==> src/rtl/demux_scheduler.sv <==
// Round-robin scheduler that steers one valid/ready input stream onto four demuxed channels.
// Optional HOLD timeout with a one-cycle drop pulse is enabled by defining DEMUX_TIMEOUT_EN.
module demux_scheduler #(
  parameter int WIDTH   = 8,
  parameter int TIMEOUT = 16
) (
  input  logic             clk,
  input  logic             rst,
  input  logic [WIDTH-1:0] D,
  input  logic             d_valid,
  output logic             d_ready,
  input  logic [3:0]       en_mask,
  output logic [WIDTH-1:0] y0,
  output logic [WIDTH-1:0] y1,
  output logic [WIDTH-1:0] y2,
  output logic [WIDTH-1:0] y3,
  output logic [3:0]       y_valid,
  input  logic [3:0]       y_ready,
  output logic             s0,
  output logic             s1,
  output logic             busy
`ifdef DEMUX_TIMEOUT_EN
  ,
  output logic             drop
`endif
);

  typedef enum logic {IDLE, HOLD} state_t;

  if (TIMEOUT < 2 || TIMEOUT > 255) begin : g_bad_timeout
    $error("demux_scheduler: TIMEOUT must lie in 2..255");
  end

  state_t           state_q, state_d;
  logic [1:0]       ptr_q, ptr_d;
  logic [1:0]       sel_q, sel_d;
  logic [WIDTH-1:0] buf_q, buf_d;
  logic [1:0]       sel_pick;
  logic             found;
  logic [1:0]       probe;
`ifdef DEMUX_TIMEOUT_EN
  logic [7:0]       cnt_q, cnt_d;
  logic             drop_q, drop_d;
`endif

  // Round-robin search starting at ptr; the 2-bit index wraps mod 4 by itself.
  always_comb begin
    sel_pick = ptr_q;
    found    = 1'b0;
    probe    = ptr_q;
    for (int i = 0; i < 4; i++) begin
      probe = ptr_q + 2'(i);
      if (!found && en_mask[probe]) begin
        sel_pick = probe;
        found    = 1'b1;
      end
    end
  end

  assign d_ready = (state_q == IDLE) && (en_mask != 4'b0000);
  assign busy    = (state_q == HOLD);

  // NOTE: every always_comb output gets a default first, so no path can infer a latch.
  always_comb begin
    state_d = state_q;
    ptr_d   = ptr_q;
    sel_d   = sel_q;
    buf_d   = buf_q;
`ifdef DEMUX_TIMEOUT_EN
    cnt_d   = cnt_q;
    drop_d  = 1'b0;
`endif
    case (state_q)
      IDLE: begin
        if (d_valid && d_ready) begin
          buf_d   = D;
          sel_d   = sel_pick;
          state_d = HOLD;
`ifdef DEMUX_TIMEOUT_EN
          cnt_d   = 8'd0;
`endif
        end
      end
      HOLD: begin
        if (y_ready[sel_q]) begin
          state_d = IDLE;
          ptr_d   = sel_q + 2'd1;
        end
`ifdef DEMUX_TIMEOUT_EN
        else if (cnt_q == 8'(TIMEOUT - 1)) begin
          state_d = IDLE;
          ptr_d   = sel_q + 2'd1;
          drop_d  = 1'b1;
        end else begin
          cnt_d = cnt_q + 8'd1;
        end
`endif
      end
      default: state_d = IDLE;
    endcase
  end

  // NOTE: sequential state uses non-blocking assignments so all registers update together.
  always_ff @(posedge clk) begin
    if (rst) begin
      state_q <= IDLE;
      ptr_q   <= 2'd0;
      sel_q   <= 2'd0;
      buf_q   <= '0;
`ifdef DEMUX_TIMEOUT_EN
      cnt_q   <= 8'd0;
      drop_q  <= 1'b0;
`endif
    end else begin
      state_q <= state_d;
      ptr_q   <= ptr_d;
      sel_q   <= sel_d;
      buf_q   <= buf_d;
`ifdef DEMUX_TIMEOUT_EN
      cnt_q   <= cnt_d;
      drop_q  <= drop_d;
`endif
    end
  end

  // Demux semantics: only the selected channel carries the word, all others read zero.
  assign y_valid = busy ? (4'b0001 << sel_q) : 4'b0000;
  assign y0      = (busy && sel_q == 2'd0) ? buf_q : '0;
  assign y1      = (busy && sel_q == 2'd1) ? buf_q : '0;
  assign y2      = (busy && sel_q == 2'd2) ? buf_q : '0;
  assign y3      = (busy && sel_q == 2'd3) ? buf_q : '0;
  assign s0      = sel_q[0];
  assign s1      = sel_q[1];
`ifdef DEMUX_TIMEOUT_EN
  assign drop    = drop_q;
`endif

endmodule

==> config.mk <==
export PLATFORM = sky130hd
export DESIGN_NAME = demux_scheduler
export DESIGN_NICKNAME = d
export VERILOG_FILES = /design/src/rtl/demux_scheduler.sv
export SDC_FILE = /design/constraint.sdc
export NUM_CORES = 1
export LEC_CHECK = 0
export BUFFER_PORTS_ARGS = -buffer_cell sky130_fd_sc_hd__clkbuf_2
export CORE_UTILIZATION = 44
export CTS_CLUSTER_DIAMETER = 100
export DETAILED_ROUTE_END_ITERATION = 8
export GPL_ROUTABILITY_DRIVEN = 0
export GPL_TIMING_DRIVEN = 0
export PLACE_DENSITY = 0.83
export SLEW_MARGIN = 20
export SYNTH_ARGS = -nofsm -noshare
export SYNTH_HDL_FRONTEND = slang
export SYNTH_SLANG_ARGS = --single-unit
==> constraint.sdc <==
create_clock -name clk -period 4 [get_ports clk]
set_input_delay 0.4 -clock clk [delete_from_list [all_inputs] [get_ports clk]]
set_output_delay 0.4 -clock clk [all_outputs]
set_load 0.02 [all_outputs]
==> results.md <==
* DRT iter0 DRCs at 31
* Register area share after synthesis at 28.81%
* WP buf/inv at 2
* Worst Path Max Fanout at 9
* Total vias in the final route at 1022
* Reg area at 260.3 sq um
* Fin. Hold Viols at 0
* Internal power at 0.2118 mW
* Largest net degree at the start of global routing at 11
* Register bit total from synthesis at 13
* Max Slew Vio Count at 0
* Die area at 0.002238 sq mm
* Worst hold path type: input port to flip-flop
* Skew-Pair Late Insertion Delay at 0.29 ns
* Layout filler cell count at 187
* Num Clock Sinks at 13
* GRT Util Overall at 23.19%
* I/O Pins at 59
* Sw frac at 33.50%
* Multi-input gate area at 598.1 sq um
* RSZ-0062 raised after global routing: no
* Die height at 47.31 microns
* HPWL after detailed placement at 2.011 mm
* Distinct cells, synth at 24
* ANT cells at 0
* First-pass GRT wire length at 3.519 mm
* Fin util at 64.63%
* Cell area after layout at 0.001255 sq mm
* Post-CTS Setup Bufs at 0
* Tmin final at 1.921 ns
* Crit-path leading delay family: flip-flops
* Vias in the first global route at 765
* CTS tree: done
* Initial antenna violation count at 0
* Mean post-synth cell area at 8.365 sq um
* Overflow after GRT at 0
* Worst slew pin tran at 0.4152 ns
* Critical Path Sink Type: output pin
* Placement Rows at 16
* Hold Buf Count CTS at 0
* Worst Path Required at 3.60 ns
* Antenna viol nets, final at 0
* PD cells at 253.8 mW/mm^2
* Final Cycle Share at 48.02%
* Status: completed
* Startpoint Class: flip-flop
* Synthesized cell area at 903.4 sq um
* Clock Skew at 0.0008832 ns
* Drt drc at 0
* Placed Cells at 193
* Cell area after placement at 0.001227 sq mm
* Critical path's slowest cell: dfxtp_1
* Post-Syn Nets at 131
* Pleak at 0.7638 nW
* Max_cap viols at 0
* Crit-path cells: inv_1, ha_1, and3_1, clkbuf_2
* DRT Pass-1 Iters at 4
* Core footprint at 0.001942 sq mm
* P_sw at 0.1067 mW
* CP max stage delay at 0.45 ns
* Layout cells sized above 1 at 41.76%
* Fmax at 0.5206 GHz
* Area grow syn2layout at 38.92%
* TNS Setup at 0 ns
* Final std cells w/o fill at 197
* Max clock buf depth at 2
* Sequential Power Share at 47.1%
* # port buffers at 58
* Slew Limit Headroom at 72.32%
* Nets@finish at 194
* Post-Syn Instances at 108
* Routed len/inst at 12.69 microns
* Worst-path clk slew at 0.08 ns
* DIE WIDTH at 47.31 microns
* Final setup vio count at 0
* Root buffer cell: clkbuf_4
* Combinational power share at 26.7%
* CP Class: flip-flop to output pin
* CTS H-tree depth at 1
* Post-Route WL at 2.499 mm
* Hold WS at 0.3231 ns
* Number of gates resized after CTS at 0
* Max VDD drop at 0.2292 mV
* Vias per std cell at 5.188
* Synth warn at 0
* Total CTS buffers at 3
* Clock Power Share at 26.1%
* Initial Util at 46.52%
* Arrival @ worst endpoint at 1.52 ns
[state kept, by name (all words and copies together) (netlist names)]
register / cells
buf_q: 8
busy: 1
ptr_q: 2
sel_q: 2
[metrics by stage]
stage / worst slack (ns) / power [mW]
after floorplan: 2.458 / 0.2057
after global placement: 2.426 / 0.2339
after detailed placement: 2.388 / 0.2382
after CTS: 2.065 / 0.3211
after global routing: 1.973 / 0.3386
final: 2.079 / 0.3186
[area by class of cell]
type / instances / area share, %
multi-input cells: 85 / 47.66
repair buffers: 58 / 23.13
flip-flops and latches: 13 / 20.74
well taps: 27 / 2.692
plain buffers: 6 / 2.393
clock buffers: 3 / 1.795
inverters: 4 / 1.196
clock inverters: 1 / 0.3988
[routing by layer]
| layer | track usage (%) | vias to the layer above | part of all wire [%] | wire, microns |
|---|---|---|---|---|
| met1 | 27.78 | 470 | 44 | 1101 |
| met3 | 4.615 | 7 | 4.0 | 99 |
| li1 | - | 509 | - | - |
| met5 | 0 | - | 0 | 0 |
| met4 | 14.86 | 0 | 2.7 | 68 |
| met2 | 37.53 | 36 | 49 | 1229 |
[cell usage in the layout (no fill, tap or decap)]
cell | netlist | final
inv_1 | 4 | 4
nor2b_4 | 1 | 1
o2111ai_1 | 1 | 1
clkbuf_4 | 0 | 3
o21ai_0 | 2 | 2
mux2i_1 | 9 | 9
nor4_2 | 1 | 1
clkbuf_1 | 5 | 5
nand2_1 | 3 | 3
ha_1 | 4 | 4
clkinv_2 | 0 | 1
and2b_2 | 2 | 2
and2_1 | 4 | 4
and3_1 | 32 | 32
mux4_2 | 1 | 1
nand2b_1 | 1 | 1
a211o_1 | 1 | 1
a21oi_1 | 4 | 4
nand3_1 | 1 | 1
dfxtp_1 | 13 | 13
nor2_1 | 14 | 14
buf_6 | 1 | 1
nor3b_2 | 1 | 1
clkbuf_2 | 0 | 58
a311oi_2 | 1 | 1
nor3_1 | 1 | 1
or4_4 | 1 | 1
[power groups by stage]
stage	Sequential, mW	Combinational [mW]	Clock, mW
after floorplan	0.152	0.0536	0
after global placement	0.152	0.0818	0
after detailed placement	0.153	0.0849	0
after CTS	0.150	0.0853	0.0858
after global routing	0.152	0.0929	0.0936
final	0.150	0.0852	0.0832
[cells by family (layout without fill, tap and decap cells)]
group | after synthesis | count (layout) | synth area share, %
buf+inv | 10 | 72 | 4.986
mux | 10 | 10 | 12.47
flops | 13 | 13 | 28.81
simple gates | 62 | 62 | 41.27
compound gates | 9 | 9 | 6.925
fa+ha+maj | 4 | 4 | 5.540
[synth_stat cells]
cell type,n,area (sq um)
and3_1,32,200.2
nor2_1,14,52.55
dfxtp_1,13,260.3
mux2i_1,9,90.09
clkbuf_1,5,18.77
a21oi_1,4,20.02
and2_1,4,25.02
ha_1,4,50.05
inv_1,4,15.01
nand2_1,3,11.26
and2b_2,2,17.52
o21ai_0,2,10.01
a211o_1,1,8.760
a311oi_2,1,15.01
buf_6,1,11.26
mux4_2,1,22.52
nand2b_1,1,6.260
nand3_1,1,5.000
nor2b_4,1,13.76
nor3_1,1,5.000
nor3b_2,1,12.51
nor4_2,1,12.51
o2111ai_1,1,8.760
or4_4,1,11.26
[final timing paths]
kind,from,to,slack (ns),depth (start not counted)
hold / removal,rst,sel_q[1]$_SDFFE_PP0P_,0.32,2
setup reg to reg,sel_q[0]$_SDFFE_PP0P_,ptr_q[0]$_SDFFE_PP0P_,2.47,4
setup / recovery,sel_q[0]$_SDFFE_PP0P_,y2[4],2.08,4
hold reg to reg,ptr_q[1]$_SDFFE_PP0P_,ptr_q[1]$_SDFFE_PP0P_,0.53,2
No activity file was read; power rests on OpenSTA's default activity.
